<file path="config.mk">
export PLATFORM = sky130hd
export DESIGN_NAME = clkgen_seq_ctrl_flat
export DESIGN_NICKNAME = d
export VERILOG_FILES = /design/src/rtl/clkgen_seq_if.sv /design/src/rtl/clkgen_seq_ctrl.sv /design/src/flat_wrapper.sv
export SDC_FILE = /design/constraint.sdc
export NUM_CORES = 1
export LEC_CHECK = 0
export ABC_AREA = 1
export ABC_CLOCK_PERIOD_IN_PS = 1800
export CAP_MARGIN = 40
export CORE_MARGIN = 1
export CORE_UTILIZATION = 56
export DETAILED_ROUTE_END_ITERATION = 7
export PLACE_DENSITY = 0.86
export SLEW_MARGIN = 40
export SYNTH_ARGS = -nofsm -noshare
export SYNTH_HDL_FRONTEND = slang
export SYNTH_SLANG_ARGS = --single-unit
</file>
<file path="constraint.sdc">
create_clock -name clk -period 1.8 [get_ports clk]
set_input_delay 0.18 -clock clk [delete_from_list [all_inputs] [get_ports clk]]
set_output_delay 0.18 -clock clk [all_outputs]
set_load 0.005 [all_outputs]
</file>
<file path="src/rtl/clkgen_seq_if.sv">
// Control/status bundle between the clock-generation sequencer and its environment:
// enable and raw DCM lock inputs in, DCM reset, divider enable and status out.
interface clkgen_seq_if;
  logic       en;
  logic       locked1;
  logic       locked2;
  logic       dcm_rst;
  logic       div_en;
  logic       clk_ready;
  logic       fail;
  logic [3:0] retry_cnt;
  logic [7:0] lock_loss_cnt;
  logic [2:0] state;

  modport master (
    output en, locked1, locked2,
    input  dcm_rst, div_en, clk_ready, fail, retry_cnt, lock_loss_cnt, state
  );

  modport slave (
    input  en, locked1, locked2,
    output dcm_rst, div_en, clk_ready, fail, retry_cnt, lock_loss_cnt, state
  );
endinterface

</file>
<file path="src/rtl/clkgen_seq_ctrl.sv">
// Power-up and lock-supervision sequencer for the DCM pair: holds DCM reset, waits
// for both locks, settles, then enables the divided clocks; bounded retry on failure.
module clkgen_seq_ctrl #(
  parameter int RST_CYCLES    = 3,
  parameter int LOCK_TIMEOUT  = 50000,
  parameter int SETTLE_CYCLES = 64,
  parameter int MAX_RETRY     = 3,
  parameter int CW            = 16
) (
  input  logic         clk,
  input  logic         reset,
  clkgen_seq_if.slave  bus
);

  typedef enum logic [2:0] {
    ST_IDLE      = 3'd0,
    ST_RST_HOLD  = 3'd1,
    ST_WAIT_LOCK = 3'd2,
    ST_SETTLE    = 3'd3,
    ST_RUN       = 3'd4,
    ST_FAIL      = 3'd5
  } state_t;

  localparam logic [CW-1:0] CNT_ONE     = {{(CW-1){1'b0}}, 1'b1};
  localparam logic [CW-1:0] RST_LAST    = CW'(RST_CYCLES) - CNT_ONE;
  localparam logic [CW-1:0] TMO_LAST    = CW'(LOCK_TIMEOUT) - CNT_ONE;
  localparam logic [CW-1:0] SETTLE_LAST = CW'(SETTLE_CYCLES) - CNT_ONE;
  localparam logic [3:0]    RETRY_MAX   = 4'(MAX_RETRY);

  logic          lk1_meta_r, lk1_sync_r, lk2_meta_r, lk2_sync_r;
  logic          lk_s;
  state_t        state_r, state_s;
  logic [CW-1:0] cnt_r, cnt_s;
  logic [3:0]    retry_r, retry_s;
  logic [7:0]    loss_r, loss_s;
  logic          retry_full_s;
  logic          dcm_rst_r, dcm_rst_s;
  logic          div_en_r, clk_ready_r, run_s;
  logic          fail_r, fail_s;

  assign lk_s         = lk1_sync_r & lk2_sync_r;
  assign retry_full_s = (retry_r == RETRY_MAX);

  // Next-state, counter and retry/loss bookkeeping; en=0 overrides every transition.
  always_comb begin
    state_s = state_r;
    cnt_s   = cnt_r;
    retry_s = retry_r;
    loss_s  = loss_r;
    if (!bus.en) begin
      state_s = ST_IDLE;
      cnt_s   = '0;
      retry_s = 4'd0;
    end else begin
      case (state_r)
        ST_IDLE: begin
          state_s = ST_RST_HOLD;
          cnt_s   = '0;
        end
        ST_RST_HOLD: begin
          if (cnt_r == RST_LAST) begin
            state_s = ST_WAIT_LOCK;
            cnt_s   = '0;
          end else begin
            cnt_s = cnt_r + CNT_ONE;
          end
        end
        ST_WAIT_LOCK: begin
          if (lk_s) begin
            state_s = ST_SETTLE;
            cnt_s   = '0;
          end else if (cnt_r == TMO_LAST) begin
            state_s = retry_full_s ? ST_FAIL : ST_RST_HOLD;
            retry_s = retry_full_s ? retry_r : retry_r + 4'd1;
            cnt_s   = '0;
          end else begin
            cnt_s = cnt_r + CNT_ONE;
          end
        end
        ST_SETTLE: begin
          // Any dropout during settling counts as a failed attempt.
          if (!lk_s) begin
            state_s = retry_full_s ? ST_FAIL : ST_RST_HOLD;
            retry_s = retry_full_s ? retry_r : retry_r + 4'd1;
            cnt_s   = '0;
          end else if (cnt_r == SETTLE_LAST) begin
            state_s = ST_RUN;
            retry_s = 4'd0;
            cnt_s   = '0;
          end else begin
            cnt_s = cnt_r + CNT_ONE;
          end
        end
        ST_RUN: begin
          if (!lk_s) begin
            state_s = ST_RST_HOLD;
            cnt_s   = '0;
            loss_s  = (loss_r == 8'hFF) ? loss_r : loss_r + 8'd1;
          end else begin
            state_s = ST_RUN;
          end
        end
        ST_FAIL: begin
          state_s = ST_FAIL;
        end
        default: begin
          state_s = ST_IDLE;
          cnt_s   = '0;
        end
      endcase
    end
  end

  // Moore output decode from the next state so outputs move with the state register.
  always_comb begin
    dcm_rst_s = 1'b1;
    run_s     = 1'b0;
    fail_s    = 1'b0;
    case (state_s)
      ST_IDLE, ST_RST_HOLD: begin
        dcm_rst_s = 1'b1;
      end
      ST_WAIT_LOCK, ST_SETTLE: begin
        dcm_rst_s = 1'b0;
      end
      ST_RUN: begin
        dcm_rst_s = 1'b0;
        run_s     = 1'b1;
      end
      ST_FAIL: begin
        dcm_rst_s = 1'b1;
        fail_s    = 1'b1;
      end
      default: begin
        dcm_rst_s = 1'b1;
      end
    endcase
  end

  // Lock synchronizers, state/counters and registered outputs.
  always_ff @(posedge clk) begin
    if (reset) begin
      lk1_meta_r  <= 1'b0;
      lk1_sync_r  <= 1'b0;
      lk2_meta_r  <= 1'b0;
      lk2_sync_r  <= 1'b0;
      state_r     <= ST_IDLE;
      cnt_r       <= '0;
      retry_r     <= 4'd0;
      loss_r      <= 8'd0;
      dcm_rst_r   <= 1'b1;
      div_en_r    <= 1'b0;
      clk_ready_r <= 1'b0;
      fail_r      <= 1'b0;
    end else begin
      lk1_meta_r  <= bus.locked1;
      lk1_sync_r  <= lk1_meta_r;
      lk2_meta_r  <= bus.locked2;
      lk2_sync_r  <= lk2_meta_r;
      state_r     <= state_s;
      cnt_r       <= cnt_s;
      retry_r     <= retry_s;
      loss_r      <= loss_s;
      dcm_rst_r   <= dcm_rst_s;
      div_en_r    <= run_s;
      clk_ready_r <= run_s;
      fail_r      <= fail_s;
    end
  end

  assign bus.dcm_rst       = dcm_rst_r;
  assign bus.div_en        = div_en_r;
  assign bus.clk_ready     = clk_ready_r;
  assign bus.fail          = fail_r;
  assign bus.retry_cnt     = retry_r;
  assign bus.lock_loss_cnt = loss_r;
  assign bus.state         = state_r;

endmodule
</file>
<file path="src/flat_wrapper.sv">
// flat-port wrapper written by rule: the top's interface ports become plain ports
module clkgen_seq_ctrl_flat 
#(
  parameter int RST_CYCLES    = 3,
  parameter int LOCK_TIMEOUT  = 50000,
  parameter int SETTLE_CYCLES = 64,
  parameter int MAX_RETRY     = 3,
  parameter int CW            = 16
)
  (clk, reset, bus_en, bus_locked1, bus_locked2, bus_dcm_rst, bus_div_en, bus_clk_ready, bus_fail, bus_retry_cnt, bus_lock_loss_cnt, bus_state);
  clkgen_seq_if bus_i ();
  input  logic clk;
  input  logic reset;
  input wire logic [$bits(bus_i.en)-1:0] bus_en;
  input wire logic [$bits(bus_i.locked1)-1:0] bus_locked1;
  input wire logic [$bits(bus_i.locked2)-1:0] bus_locked2;
  output wire logic [$bits(bus_i.dcm_rst)-1:0] bus_dcm_rst;
  output wire logic [$bits(bus_i.div_en)-1:0] bus_div_en;
  output wire logic [$bits(bus_i.clk_ready)-1:0] bus_clk_ready;
  output wire logic [$bits(bus_i.fail)-1:0] bus_fail;
  output wire logic [$bits(bus_i.retry_cnt)-1:0] bus_retry_cnt;
  output wire logic [$bits(bus_i.lock_loss_cnt)-1:0] bus_lock_loss_cnt;
  output wire logic [$bits(bus_i.state)-1:0] bus_state;
  assign bus_i.en = bus_en;
  assign bus_i.locked1 = bus_locked1;
  assign bus_i.locked2 = bus_locked2;
  assign bus_dcm_rst = bus_i.dcm_rst;
  assign bus_div_en = bus_i.div_en;
  assign bus_clk_ready = bus_i.clk_ready;
  assign bus_fail = bus_i.fail;
  assign bus_retry_cnt = bus_i.retry_cnt;
  assign bus_lock_loss_cnt = bus_i.lock_loss_cnt;
  assign bus_state = bus_i.state;
  clkgen_seq_ctrl #(.RST_CYCLES(RST_CYCLES), .LOCK_TIMEOUT(LOCK_TIMEOUT), .SETTLE_CYCLES(SETTLE_CYCLES), .MAX_RETRY(MAX_RETRY), .CW(CW)) u_core (.clk(clk), .reset(reset), .bus(bus_i));
endmodule
</file>
==> results by stage <==
Setup path:
- Data on the critical path is required at its endpoint by 2000 ps.
- Measured in cells, the most critical reg-to-reg path has a length of 10.
- The largest fanout of any net on the critical path is 8.
- The slack of the worst reg-to-reg path is 200 ps.
- The worst setup path is of the reg -> reg kind.
- STA classifies the critical path startpoint as a register.
- The worst endpoint data arrival time is 1800 ps.
- In this run the critical register-to-register path is launched from u_core.bus.lock_loss_cnt[1].
- STA classifies the critical path endpoint as a register.
- The worst reg2reg path endpoint is u_core.bus.lock_loss_cnt[4].

Route:
- The count of vias placed by the detailed router is 2026.
- The wire length after detailed routing is 4.60 mm.
- The number of iterations in the first detailed-routing pass is 4.
- The post-detailed-route via-to-cell ratio is 5.12.
- The post-detailed-route count of antenna-violating nets is 0.
- After detailed routing, the average wire length per cell comes to around 12 um.
- In this run, the number of DRC markers left after iteration 0 of detailed routing was 96.
- The number of design rule violations left after detail routing is 0.

CTS:
- For the worst-skew pair, the clock arrives at the later sink with an insertion delay of 300 ps.
- The buffer count from post-CTS setup fixing is 0.
- After clock tree synthesis, the clock-pin slew on the worst setup and hold paths is approximately 80 ps.
- The H-tree was split into 2 levels.
- The longest clock path from root to sink contains 2 buffers.
- The clock buffer count from CTS is 5.
- TritonCTS built the clock tree.
- The cell at the root of the clock tree is sky130_fd_sc_hd__clkbuf_8.
- The number of buffers inserted by hold repair at cts is 0.
- The number of clock sinks is 38.
- In this run, post-CTS repair resized a total of 0 instances.

Timing:
- At the pin with the least slew margin, the transition time is between 300 and 400 ps.
- The worst path in the final design needs a cycle of 1600 ps, including I/O delays and setup.
- Between clock sinks in the finished design, the worst skew comes to slightly below 6 ps.
- The headroom to the max-slew limit is 0.746.
- For this run, the top clock speed supported by timing is roughly 620 MHz.
- The final count of hold timing violations is 0.
- The final max-slew violation count was 0.
- The share of the clock period used by the worst path is 0.891.
- Setup repair after global routing left no endpoint under its margin.
- The sum of negative setup slack is 0 ps.
- The number of endpoints failing setup at the final stage is 0.

Cells and area:
- Once layout is complete, the cells apart from fillers number 396.
- In the final layout, the share of cells above drive strength 1 is 0.147.
- The net total in the final layout is 356.
- For this run, the share of the core covered by cells in the final layout is 0.693.
- The area growth from synthesis to layout is 18.7%.
- The repair_antennas step left the layout with diodes totalling 0.

Synth:
- The sequential share of the synthesized area is 0.353.
- The cell taking the most area after synthesis is sky130_fd_sc_hd__dfxtp_1.
- The synthesized instance count is 316.
- Counting flops and latches in the post-synthesis netlist gives 38.
- The area of the mapped netlist is roughly 2200 um2.
- The net count of the mapped netlist is 325.
- A synthesized cell averages 6.82 um2.
- Among all flip-flop cells after synthesis, the most frequent one is sky130_fd_sc_hd__dfxtp_1.
- The number of enable flip-flop cells after synthesis is 0.
- The distinct cell type count after synthesis is 34.
- After synthesis, the share of flip-flops with an asynchronous set or reset is 0.
- During synthesis, Yosys emitted a total of 0 warnings.
- The share of synthesized area in the top cell type comes to 0.353.
- Ranked by total cell area, the synthesized netlist is headed by sky130_fd_sc_hd__dfxtp_1, sky130_fd_sc_hd__nand2_1, sky130_fd_sc_hd__nor2_1.

Placed design:
- The half-perimeter wire length of the detailed placement result is 3.40 mm.
- In this run the tool buffered the top-level ports with 23 buffer cells.
- The placed cell count is roughly 390.
- The last weighted congestion value of the routability-driven placer is slightly above 0.9.

Die:
- 24 I/O pins were placed.
- The height of the die is 64.0 um.
- The initial core utilization is 0.584.
- The floorplan row count is 22.
- The die covers a little over 4000 um2.
- In this run the standard cell core region covers 3690 um2.
- The floorplan step set the die width to 64.0 um.

Global route:
- The sum of overflow across all layers after global routing is 0.
- The number of global-route vias before repair was between 1.5k and 2k.
- In the global route stage, overall resource usage came out at 0.247.
- Entering global routing, the biggest net connects 13 pins.
- The first-pass GRT wire length is 7.92 mm.
- The initial antenna violation count is 0.

Outcome:
- The flow ran to the end, and the final reports show no timing, DRC or antenna violations.

Hold path:
- Counting instances, the worst hold path has a depth of 3.
- In this run the most critical hold path is launched from bus_locked1.
- The hold-critical path endpoint is u_core.lk1_meta_r.
- In this run the worst hold path is classified as in -> reg.

Run:
- The reported max-cap violation count is 0.

Power:
- The static power due to leakage is 1.07 nW.
- VDD sags by at most 416 uV.
- For this design the ratio of total power to cell area is 598 nW/um2.
kinds of logic (layout without fill, tap and decap cells):
family / after synthesis / in the layout / share of synthesized area
AOI/OAI and AO/OA: 39 / 39 / 0.0987
xor gates and xnor gates: 12 / 12 / 0.0488
adders and majority gates: 4 / 4 / 0.0232
buffers and inverters: 45 / 77 / 0.0848
DFF: 38 / 38 / 0.353
and+or+nand+nor: 178 / 178 / 0.391
sequential cells by signal, summed over array words and instances, names as in the netlist:
register                  flops
u_core.bus.lock_loss_cnt      8
u_core.bus.dcm_rst            1
u_core.bus.div_en             1
u_core.bus.fail               1
u_core.lk1_sync_r             1
u_core.lk2_sync_r             1
u_core.bus.state              3
u_core.cnt_r                 16
u_core.lk2_meta_r             1
u_core.lk1_meta_r             1
u_core.bus.retry_cnt          4
metal layers:
metal,up-vias,share of wire,global-route usage
met5,-,0,0
met4,0,0.016,0.131
met3,5,0.052,0.0679
met2,54,0.46,0.399
met1,901,0.47,0.297
li1,1066,-,-
final cells by class:
| type | instances | area (um2) |
|---|---|---|
| clock buffers | 6 | 82.6 |
| multi-input cells | 233 | 1220 |
| well taps | 48 | 60.1 |
| repair buffers | 28 | 268 |
| flip-flops and latches | 38 | 761 |
| inverters | 41 | 155 |
| fillers | 316 | 1130 |
| clock inverters | 2 | 12.5 |
cells in the mapped netlist (2+ instances only):
library cell / instances
sky130_fd_sc_hd__dfxtp_1: 38
sky130_fd_sc_hd__nor2_4: 2
sky130_fd_sc_hd__xor2_1: 6
sky130_fd_sc_hd__nand2_4: 3
sky130_fd_sc_hd__nor3_1: 6
sky130_fd_sc_hd__nor2_2: 6
sky130_fd_sc_hd__nand2_2: 10
sky130_fd_sc_hd__xnor2_1: 6
sky130_fd_sc_hd__inv_1: 31
sky130_fd_sc_hd__inv_2: 8
sky130_fd_sc_hd__nor2_1: 50
sky130_fd_sc_hd__a211oi_1: 2
sky130_fd_sc_hd__a21oi_2: 2
sky130_fd_sc_hd__a21oi_1: 19
sky130_fd_sc_hd__ha_1: 4
sky130_fd_sc_hd__nand2_1: 72
sky130_fd_sc_hd__o21ai_0: 10
sky130_fd_sc_hd__o21ai_1: 4
sky130_fd_sc_hd__nand4_1: 7
sky130_fd_sc_hd__nand3_1: 16
where the power goes:
part	internal [mW]	switching, mW	total (mW)
Clock	0.308	0.310	0.618
Sequential	0.846	0.00298	0.849
Combinational	0.0256	0.0380	0.0635
cell usage in the layout (no fill, tap or decap):
master,count
sky130_fd_sc_hd__nor2_2,7
sky130_fd_sc_hd__nand3_1,15
sky130_fd_sc_hd__nand2_4,3
sky130_fd_sc_hd__clkdlybuf4s50_1,23
sky130_fd_sc_hd__xnor2_1,6
sky130_fd_sc_hd__nand4_1,7
sky130_fd_sc_hd__clkinvlp_4,1
sky130_fd_sc_hd__nor3_2,1
sky130_fd_sc_hd__nand2_1,72
sky130_fd_sc_hd__nor3b_1,1
sky130_fd_sc_hd__o211ai_1,1
sky130_fd_sc_hd__nor2_1,49
sky130_fd_sc_hd__xor2_1,6
sky130_fd_sc_hd__dfxtp_1,38
sky130_fd_sc_hd__clkinv_1,1
sky130_fd_sc_hd__ha_1,4
sky130_fd_sc_hd__o21ai_0,10
sky130_fd_sc_hd__clkbuf_8,6
sky130_fd_sc_hd__nor2_4,2
sky130_fd_sc_hd__nand3b_4,1
sky130_fd_sc_hd__a21oi_1,19
sky130_fd_sc_hd__inv_2,8
sky130_fd_sc_hd__nand2_2,10
sky130_fd_sc_hd__clkinv_2,2
sky130_fd_sc_hd__nor3_1,6
sky130_fd_sc_hd__buf_4,5
sky130_fd_sc_hd__inv_1,31
sky130_fd_sc_hd__a211oi_1,2
sky130_fd_sc_hd__or2_0,1
sky130_fd_sc_hd__nand3_2,2
sky130_fd_sc_hd__o21ai_1,4
sky130_fd_sc_hd__a21oi_2,2
sky130_fd_sc_hd__o21bai_1,1
sky130_fd_sc_hd__nand4_4,1
worst max-delay path: stages, from the launching register on:
cell                      delay (ps)
sky130_fd_sc_hd__dfxtp_1         400
sky130_fd_sc_hd__ha_1            240
sky130_fd_sc_hd__nand2_1          80
sky130_fd_sc_hd__nor3_2          170
sky130_fd_sc_hd__nand2_1         110
sky130_fd_sc_hd__nand2_2         140
sky130_fd_sc_hd__inv_2            90
sky130_fd_sc_hd__nand3_1         130
sky130_fd_sc_hd__nand2_1          60
sky130_fd_sc_hd__inv_1            50
sky130_fd_sc_hd__nor2_1           30
through the flow:
step | hold slack [ps] | worst slack, ps | cell area, um2 | total power [mW]
floorplan | 287 | 377 | 2150 | 0.904
global placement | 395 | 205 | 2450 | 0.929
detailed placement | 395 | 160 | 2450 | 0.931
CTS | 386 | 134 | 2550 | 1.54
global route | 409 | 74.7 | 2560 | 1.60
finish | 388 | 196 | 2560 | 1.53
worst max-delay path by stage:
stage	start	to	slack, ps	cells past startpoint
after floorplan	u_core.cnt_r[1]	u_core.bus.dcm_rst	380	10
after global placement	u_core.cnt_r[1]	u_core.cnt_r[5]	210	8
after detailed placement	u_core.cnt_r[0]	u_core.cnt_r[8]	160	8
after CTS	u_core.cnt_r[0]	u_core.cnt_r[8]	130	8
after global routing	u_core.bus.lock_loss_cnt[1]	u_core.bus.lock_loss_cnt[4]	70	10
final	u_core.bus.lock_loss_cnt[1]	u_core.bus.lock_loss_cnt[4]	200	10
Note: power is estimated with default switching activity, not from simulation.
==> variant (config.mk and constraints unchanged) <==
`CW` is set to 16 in 2 places; all go to 8.
--- a/src/rtl/clkgen_seq_ctrl.sv
+++ b/src/rtl/clkgen_seq_ctrl.sv
@@ -6,5 +6,5 @@
   parameter int SETTLE_CYCLES = 64,
   parameter int MAX_RETRY     = 3,
-  parameter int CW            = 16
+  parameter int CW            = 8
 ) (
   input  logic         clk,
--- a/src/flat_wrapper.sv
+++ b/src/flat_wrapper.sv
@@ -6,5 +6,5 @@
   parameter int SETTLE_CYCLES = 64,
   parameter int MAX_RETRY     = 3,
-  parameter int CW            = 16
+  parameter int CW            = 8
 )
   (clk, reset, bus_en, bus_locked1, bus_locked2, bus_dcm_rst, bus_div_en, bus_clk_ready, bus_fail, bus_retry_cnt, bus_lock_loss_cnt, bus_state);
Check against the original RTL: same outputs for any inputs over 10 cycles, from zero or initial values and one cycle with reset high; that may be too few to reach the edited logic, so the function may still have changed.
==> variant against the unedited design <==
- cell area shrank 21%
- combinational power is 0.9% lower
- the run now ends with design-rule violations left
- sequential cell count fell by 8
- maximum frequency fell by 3.8%
- synthesized cell count down 23%
- wire length down 25%
- worst hold slack got worse by 0.025 ns
- synthesized area fell by 21%
- count of clock-buffer cells in the layout did not move
- largest cell class unchanged
- worst setup slack got worse by 0.063 ns
- power shrank 26%
- highest routed layer unchanged
==> variant: results (changes against the unedited design) <==
metric	value	unit	change
drive_above_1_share	15.4	%	+0.79 points
syn_avg_cell_area	7.00	um2	+2.7%
min_from	bus_locked2		
grt_usage	23.7	%	-0.98 points
hold-worst-slack	0.362	ns	-0.0253 ns
cpPeakStageDelay	0.50	ns	+0.10 ns
dp.final_hpwl	2.59	mm	-24%
routed_wl	3.47	mm	-25%
min_to	u_core.lk2_meta_r		
firstDrtPassIters	6		+2
synth_seq_area_share	35.5	%	+0.14 points
synthTopCellsByArea	dfxtp_1, nand2_1, a21oi_1		
r2r_cells	8		-2
crit_fanout	5		-3
placed_cell_area	0.00197	mm2	-20%
worstReg2RegStart	u_core.cnt_r[1]		
finClkSkew	0.0115	ns	+0.00562 ns
first_global_vias	1441		-23%
fill_cells	247		-22%
outcome	finished with violations		
violations	design-rule violations		
drc	1		+1
crit-reg2reg-capture	u_core.cnt_r[7]		
worstSetupStartpoint	u_core.bus.state[2]		
p_leak	0.855	nW	-20%
relSlewSlack	82.1	%	+7.5 points
peakVddDrop	508	uV	+22%
vias	1585		-22%
yosys-top-cells-count	nand2_1, dfxtp_1, inv_1, nor2_1, a21oi_1		
dp_slack	0.201	ns	+0.0412 ns
powerDensity	559	mW/mm2	-6.5%
slowest_stage	clkdlybuf4s50_1		
cts-root-buf	clkbuf_4		
place_congestion	0.895		-4.3%
first_iter_violations	62		-35%
variant: report_power, final:
part | internal (mW) | switching [mW]
logic | 0.0264 | 0.0365
clock network | 0.175 | 0.219
registers | 0.669 | 0.00481
total | 0.871 | 0.260
variant: worst max path at each step:
stage	cells past startpoint	slack (ns)	endpoint
3_3_place_gp	7	0.23	u_core.bus.lock_loss_cnt[3]
4_1_cts	2	0.14	bus_state[2]
5_1_grt	9	0.004	u_core.bus.retry_cnt[1]
3_5_place_dp	7	0.20	u_core.bus.lock_loss_cnt[6]
6_report	2	0.13	bus_state[2]
2_1_floorplan	8	0.37	u_core.cnt_r[7]
variant: logic make-up (layout without fill, tap and decap cells):
group	after synthesis	after routing	share of synthesized area, %
XOR/XNOR	9	9	4.65
AO/OA/AOI/OAI	39	39	12.4
flip-flops	30	30	35.5
buffers and inverters	38	68	9.08
AND/OR/NAND/NOR	122	122	35.5
adder cells (fa/ha/maj)	4	4	2.95
variant: critical path: cells and delay by family (launching register included):
family / cells / cell delay, ns
buf+inv: 2 / 0.70
flops: 1 / 0.46
variant: cell type report:
type	instances	area share [%]
Sequential cell	30	29.7
Timing Repair Buffer	27	12.9
Inverter	35	6.50
Multi-Input combinational cell	174	46.5
Tap cell	31	1.92
Clock buffer	6	2.54
variant: layer usage:
layer	share of wire, %	global-route usage (%)	vias up	wire [um]
met4	1.3	7.32	0	44
met2	49	41.7	32	1710
met1	44	27.2	715	1520
li1	-	-	833	-
met5	0	0	-	0
met3	5.5	8.16	5	190
